$ cat config.mk
export PLATFORM = sky130hd
export DESIGN_NAME = dcm_phase_seq
export DESIGN_NICKNAME = d
export VERILOG_FILES = /design/src/rtl/dcm_phase_seq.sv
export SDC_FILE = /design/constraint.sdc
export NUM_CORES = 1
export LEC_CHECK = 0
export BUFFER_PORTS_ARGS = -buffer_cell sky130_fd_sc_hd__buf_2
export CAP_MARGIN = 20
export CORE_MARGIN = 2
export CORE_UTILIZATION = 30
export CTS_BUF_LIST = sky130_fd_sc_hd__clkbuf_16
export DETAILED_ROUTE_END_ITERATION = 16
export PLACE_DENSITY = 0.59
export SLEW_MARGIN = 20
export SYNTH_ARGS = -nofsm -noshare
export SYNTH_HDL_FRONTEND = slang
export SYNTH_SLANG_ARGS = --single-unit
$ cat constraint.sdc
create_clock -name dcm_clk -period 2.8 [get_ports dcm_clk]
set_input_delay 0.14 -clock dcm_clk [delete_from_list [all_inputs] [get_ports dcm_clk]]
set_output_delay 0.14 -clock dcm_clk [all_outputs]
set_load 0.1 [all_outputs]
$ cat src/rtl/dcm_phase_seq.sv
// rtl/dcm_phase_seq.sv - Phase-shift sequencer issuing single PSEN/PSINCDEC steps to the SDRAM clock DCM wrapper
//
// Purpose:
//   Software writes an absolute target phase, or nudges it by +/-1. The
//   sequencer walks the DCM one step at a time towards that target. Each step
//   is paced by the wrapper's dcm_done ready flag and followed by a settle gap.
//   The block tracks the current phase offset, which is 0 after DCM reset.
//   Targets are clamped to [-PH_MAX, +PH_MAX].
//
// Ports:
//   dcm_clk     in   phase-shift clock (also the wrapper's PSCLK)
//   dcm_rst     in   asynchronous active-high reset (also the DCM reset)
//   locked      in   DCM locked, asynchronous; synchronised internally
//   dcm_done    in   wrapper ready flag; low while a step is in flight
//   tgt_wr      in   load tgt_data as the new absolute target
//   tgt_data    in   signed absolute target, PH_W bits
//   step_inc    in   target += 1 (saturating)
//   step_dec    in   target -= 1 (saturating)
//   dcm_en      out  single-cycle PSEN pulse
//   dcm_incdec  out  step direction, 1 = increment, valid with dcm_en
//   cur_phase   out  signed current DCM phase
//   tgt_phase   out  signed clamped target
//   busy        out  stepping in progress or cur_phase != tgt_phase
//   clamped     out  sticky: a request fell outside +/-PH_MAX
//   ps_timeout  out  sticky: dcm_done never returned (optional feature)
//
// Optional feature: define DCM_PHASE_SEQ_TIMEOUT_EN to abort a step whose
// dcm_done does not return within TIMEOUT cycles. Without it, WAIT waits
// indefinitely and ps_timeout is constant 0.

module dcm_phase_seq #(
  parameter int PH_W    = 9,
  parameter int PH_MAX  = 255,
  parameter int SETTLE  = 4,
  parameter int TIMEOUT = 1023
) (
  input  logic                   dcm_clk,
  input  logic                   dcm_rst,
  input  logic                   locked,
  input  logic                   dcm_done,
  input  logic                   tgt_wr,
  input  logic signed [PH_W-1:0] tgt_data,
  input  logic                   step_inc,
  input  logic                   step_dec,
  output logic                   dcm_en,
  output logic                   dcm_incdec,
  output logic signed [PH_W-1:0] cur_phase,
  output logic signed [PH_W-1:0] tgt_phase,
  output logic                   busy,
  output logic                   clamped,
  output logic                   ps_timeout
);

  localparam logic signed [PH_W-1:0] P_MAX    = PH_W'(PH_MAX);
  localparam logic signed [PH_W-1:0] P_MIN    = -P_MAX;
  localparam logic signed [PH_W-1:0] P_ONE    = PH_W'(1);
  localparam logic        [3:0]      SETTLE_V = 4'(SETTLE);

  typedef enum logic [1:0] {
    S_IDLE,
    S_ISSUE,
    S_GUARD,
    S_WAIT
  } state_t;

  state_t     state, state_nx;
  logic       lock_q, lock_s;
  logic [3:0] settle_cnt;
  logic       dir_q;
  logic       step_done;
  logic       wr_over, wr_under;

  // Two-flop synchroniser for the asynchronous locked flag
  always_ff @(posedge dcm_clk or posedge dcm_rst) begin
    if (dcm_rst) begin
      lock_q <= 1'b0;
      lock_s <= 1'b0;
    end else begin
      lock_q <= locked;
      lock_s <= lock_q;
    end
  end

  assign wr_over  = (tgt_data > P_MAX);
  assign wr_under = (tgt_data < P_MIN);

  // Target register; tgt_wr restarts the clamped history before judging
  // the new value, step_inc together with step_dec cancel each other.
  always_ff @(posedge dcm_clk or posedge dcm_rst) begin
    if (dcm_rst) begin
      tgt_phase <= '0;
      clamped   <= 1'b0;
    end else if (tgt_wr) begin
      clamped <= wr_over | wr_under;
      if (wr_over)       tgt_phase <= P_MAX;
      else if (wr_under) tgt_phase <= P_MIN;
      else               tgt_phase <= tgt_data;
    end else if (step_inc && !step_dec) begin
      if (tgt_phase >= P_MAX) clamped   <= 1'b1;
      else                    tgt_phase <= tgt_phase + P_ONE;
    end else if (step_dec && !step_inc) begin
      if (tgt_phase <= P_MIN) clamped   <= 1'b1;
      else                    tgt_phase <= tgt_phase - P_ONE;
    end
  end

`ifdef DCM_PHASE_SEQ_TIMEOUT_EN
  localparam int             TO_W   = ($clog2(TIMEOUT + 1) > 10) ? $clog2(TIMEOUT + 1) : 10;
  localparam logic [TO_W-1:0] TO_LIM = TO_W'(TIMEOUT);

  logic [TO_W-1:0] to_cnt;
  logic            to_fire;

  // Counts cycles spent waiting for the wrapper after a PSEN
  always_ff @(posedge dcm_clk or posedge dcm_rst) begin
    if (dcm_rst)                                 to_cnt <= '0;
    else if (state == S_GUARD || state == S_WAIT) to_cnt <= to_cnt + 1'b1;
    else                                         to_cnt <= '0;
  end

  assign to_fire = (state == S_WAIT) && !dcm_done && (to_cnt >= TO_LIM);

  // A timeout raised in the same cycle as tgt_wr wins so it is never lost
  always_ff @(posedge dcm_clk or posedge dcm_rst) begin
    if (dcm_rst)      ps_timeout <= 1'b0;
    else if (to_fire) ps_timeout <= 1'b1;
    else if (tgt_wr)  ps_timeout <= 1'b0;
  end
`else
  // Constant 0; TIMEOUT only sizes the abort counter of the optional feature
  assign ps_timeout = (TIMEOUT < 0);
`endif

  always_ff @(posedge dcm_clk or posedge dcm_rst) begin
    if (dcm_rst) state <= S_IDLE;
    else         state <= state_nx;
  end

  always_comb begin
    state_nx   = state;
    dcm_en     = 1'b0;
    dcm_incdec = 1'b0;
    step_done  = 1'b0;
    case (state)
      S_IDLE: begin
        if (lock_s && dcm_done && (settle_cnt == 4'd0) && !ps_timeout &&
            (cur_phase != tgt_phase))
          state_nx = S_ISSUE;
      end
      S_ISSUE: begin
        dcm_en     = 1'b1;
        dcm_incdec = (tgt_phase > cur_phase);
        state_nx   = S_GUARD;
      end
      // The wrapper's registered done flag is still high in this cycle
      S_GUARD: state_nx = S_WAIT;
      S_WAIT: begin
        if (dcm_done) begin
          step_done = 1'b1;
          state_nx  = S_IDLE;
        end
`ifdef DCM_PHASE_SEQ_TIMEOUT_EN
        else if (to_fire) begin
          state_nx = S_IDLE;
        end
`endif
      end
      default: state_nx = S_IDLE;
    endcase
  end

  // Direction is frozen at ISSUE so a target reversal mid-step cannot
  // corrupt the phase bookkeeping of the step already in flight.
  always_ff @(posedge dcm_clk or posedge dcm_rst) begin
    if (dcm_rst) begin
      dir_q      <= 1'b0;
      cur_phase  <= '0;
      settle_cnt <= 4'd0;
    end else begin
      if (state == S_ISSUE) dir_q <= dcm_incdec;
      if (step_done) begin
        cur_phase  <= dir_q ? (cur_phase + P_ONE) : (cur_phase - P_ONE);
        settle_cnt <= SETTLE_V;
      end else if (state == S_IDLE && settle_cnt != 4'd0) begin
        settle_cnt <= settle_cnt - 4'd1;
      end
    end
  end

  assign busy = (state != S_IDLE) || (cur_phase != tgt_phase);

endmodule

==> flow_metrics.tcl <==
set metrics [dict create \
    mostFrequentLayoutCell "buf_2" \
    synth_area_sq_um 2320 \
    syn_avg_cell_area_sq_um 8.84 \
    synthCells 262 \
    ys_async_sr_fraction_pct 100 \
    synth-main-ff-cell "dfrtp_1" \
    worst-slew-pin-transition_ps 518 \
    die_x_um 91.9 \
    ys_warn_count 0 \
    ios 39 \
    end_kind "output pin" \
    cp_cell_sequence "inv_1, ha_1, nor2b_1, o21a_1, o21ai_0, a21oi_1, o21ai_0, a21oi_4, buf_2" \
    skew_ps 1.83 \
    clock_path_buffers 2 \
    setup_violations 0 \
    die_h_um 91.9 \
    critical_path.most_common_cell "o21ai_0" \
    wl_met1_mm 2.67 \
    crit_arrival_ps 2430 \
    slowest_delay_ps 440 \
    whs_path_depth 2 \
    dr_wl_met2_mm 2.49 \
    highest_layer "met4" \
    grt_pass1_vias 1858 \
    fillCellCount 810 \
    grt_max_degree 29 \
    cts_sinks 28 \
    syn_to_final_growth_pct 16.9 \
    hpwl_mm 4.11 \
    max_freq_mhz 389 \
    relSlewSlack_pct 65.7 \
    worstSetupPathType "flip-flop to output pin" \
    ys_seq_area_share_pct 30.2 \
    post_drt_wl_per_cell_um 13.3 \
    rows 32 \
    core_area_sq_um 7610 \
    drt-initial-drc-count 94 \
    grt_usage_pct 12.9 \
    rsz0062_at_grt "no" \
    postCtsSetupBuffers 0 \
    cp_max_fo 5 \
    via_count 1966 \
    syn_nets 310 \
    routabilityCongestion 0.788 \
    synth_top_area_share_pct 30.2 \
    cts_tree "yes" \
    clock_latency_ps 260 \
    drv_cap 0 \
    post_cts_resized 0 \
    grt_antenna_before_repair 0 \
    ant_nets 0 \
    synth_top_cell_by_area "dfrtp_1" \
    synth_area_leaders "dfrtp_1, ha_1, nand2_1, inv_1, a21oi_1" \
    finalHoldViolations 0 \
    fin_nets 349 \
    synth.ff_latch_count 28 \
    dieArea_sq_um 8440 \
    period_needed_ps 2570 \
    io_buffers 37 \
    viasPerCell 4.89 \
    setup_slack_ps 231 \
    r2r_cells 7 \
    pre_cts_ws_ps 462 \
    drv_slew 0 \
    status "completed" \
    grt_pass1_wl_mm 9.02 \
    hold_buffers 2 \
    cts_buffers 3 \
    grt-ovfl-total 0 \
    cts-htree-levels 1 \
    cp_slowest_cell "buf_2" \
    period_share_pct 91.7 \
    min_path_type "input pin to flip-flop" \
    final_cell_mix "buf_2, ha_1, dfrtp_1" \
    start_util_pct 30.5 \
    fin_tns_setup_ps 0 \
    drtPass1Iterations 4 \
    wl_mm 5.34 \
    synth_edf_count 0 \
    yosysUniqueCellTypes 48 \
    clkTransAtPathRegs_ps 70 \
    start_kind "flip-flop" \
    n_antenna_cell 0 \
    rrSetupSlack_ps 440 \
    drc 0 \
    met3_length_um 136 \
    root_buffer "clkbuf_16" \
    worstPathRequired_ps 2660 \
    drive_gt1_share_pct 18.0 \
]
==> kinds of logic (layout without fill, tap and decap cells) <==
| logic type | after synthesis | after routing | synth area share (%) |
|---|---|---|---|
| compound gates | 70 | 70 | 20.0 |
| xor+xnor | 16 | 16 | 6.05 |
| fa+ha+maj | 32 | 32 | 17.9 |
| buf+inv | 32 | 70 | 6.05 |
| flops | 28 | 28 | 30.2 |
| mux | 4 | 4 | 1.94 |
| other cells | 1 | 1 | 0.162 |
| simple gates | 79 | 79 | 17.7 |
==> state kept, by name, indices dropped and copies added, names as in the netlist <==
register and cells:
tgt_phase 9, state 2, lock_q 1, cur_phase 9
dir_q 1, clamped 1, lock_s 1, settle_cnt 4
==> worst paths after layout <==
kind	to	from
max in group asynchronous	tgt_phase[6]	dcm_rst
worst min register to register	lock_s	lock_q
worst min-delay path	settle_cnt[0]	dcm_done
worst max-delay path	dcm_incdec	cur_phase[1]
worst max register to register	tgt_phase[7]	tgt_phase[1]
min in group asynchronous	state[1]	dcm_rst
==> critical path, delay by kind of cell (launching register included) <==
kind | cells | cell delay (ps)
buffers and inverters | 2 | 510
AO/OA/AOI/OAI | 5 | 790
adder cells (fa/ha/maj) | 1 | 290
AND/OR/NAND/NOR | 1 | 140
flip-flops | 1 | 430
==> stage by stage <==
step                      hold WS (ps)  area, sq um  instances  util (%)
final                              108         2710        402      35.6
after global routing               115         2710        402      35.6
after CTS                          100         2710        402      35.6
after detailed placement           241         2610        396      34.3
after global placement             236         2610        396      34.3
after floorplan                    171         2330        262         -
==> cell usage after synthesis (3+ instances only) <==
library cell  instances
nor2_1               17
xnor2_1               8
ha_1                 30
o21a_1                8
and3_1                3
o221ai_1              6
o211ai_1              3
a21oi_1              17
nor3b_1               3
nor3_1                6
a31oi_1               4
or4_1                 3
dfrtp_1              28
nand4_1               5
nand2_1              26
clkbuf_1              3
o21ai_1               3
o21ai_0              12
inv_1                24
xor2_1                8
o21bai_1              4
a21o_1                3
mux2_2                4
nand3_1               5
==> final cells by class <==
class                      instances  area (sq um)  area share (%)
tap                              102           128            4.71
sequential                        28           701            25.9
clock inverter                     1          3.75           0.139
multi-input combinational        202          1490            54.9
clock buffer                       3          75.1            2.77
inverter                          25          93.8            3.46
timing repair buffer              41           220            8.13
==> metal layers <==
layer / up-vias / track usage, %
met3: 4 / 2.14
met5: - / 0
met1: 905 / 18.0
met2: 29 / 21.5
li1: 1028 / -
met4: 0 / 1.62
Power is not shown: default switching activity piles up to over one toggle a cycle in this logic, so the estimate is an artifact.
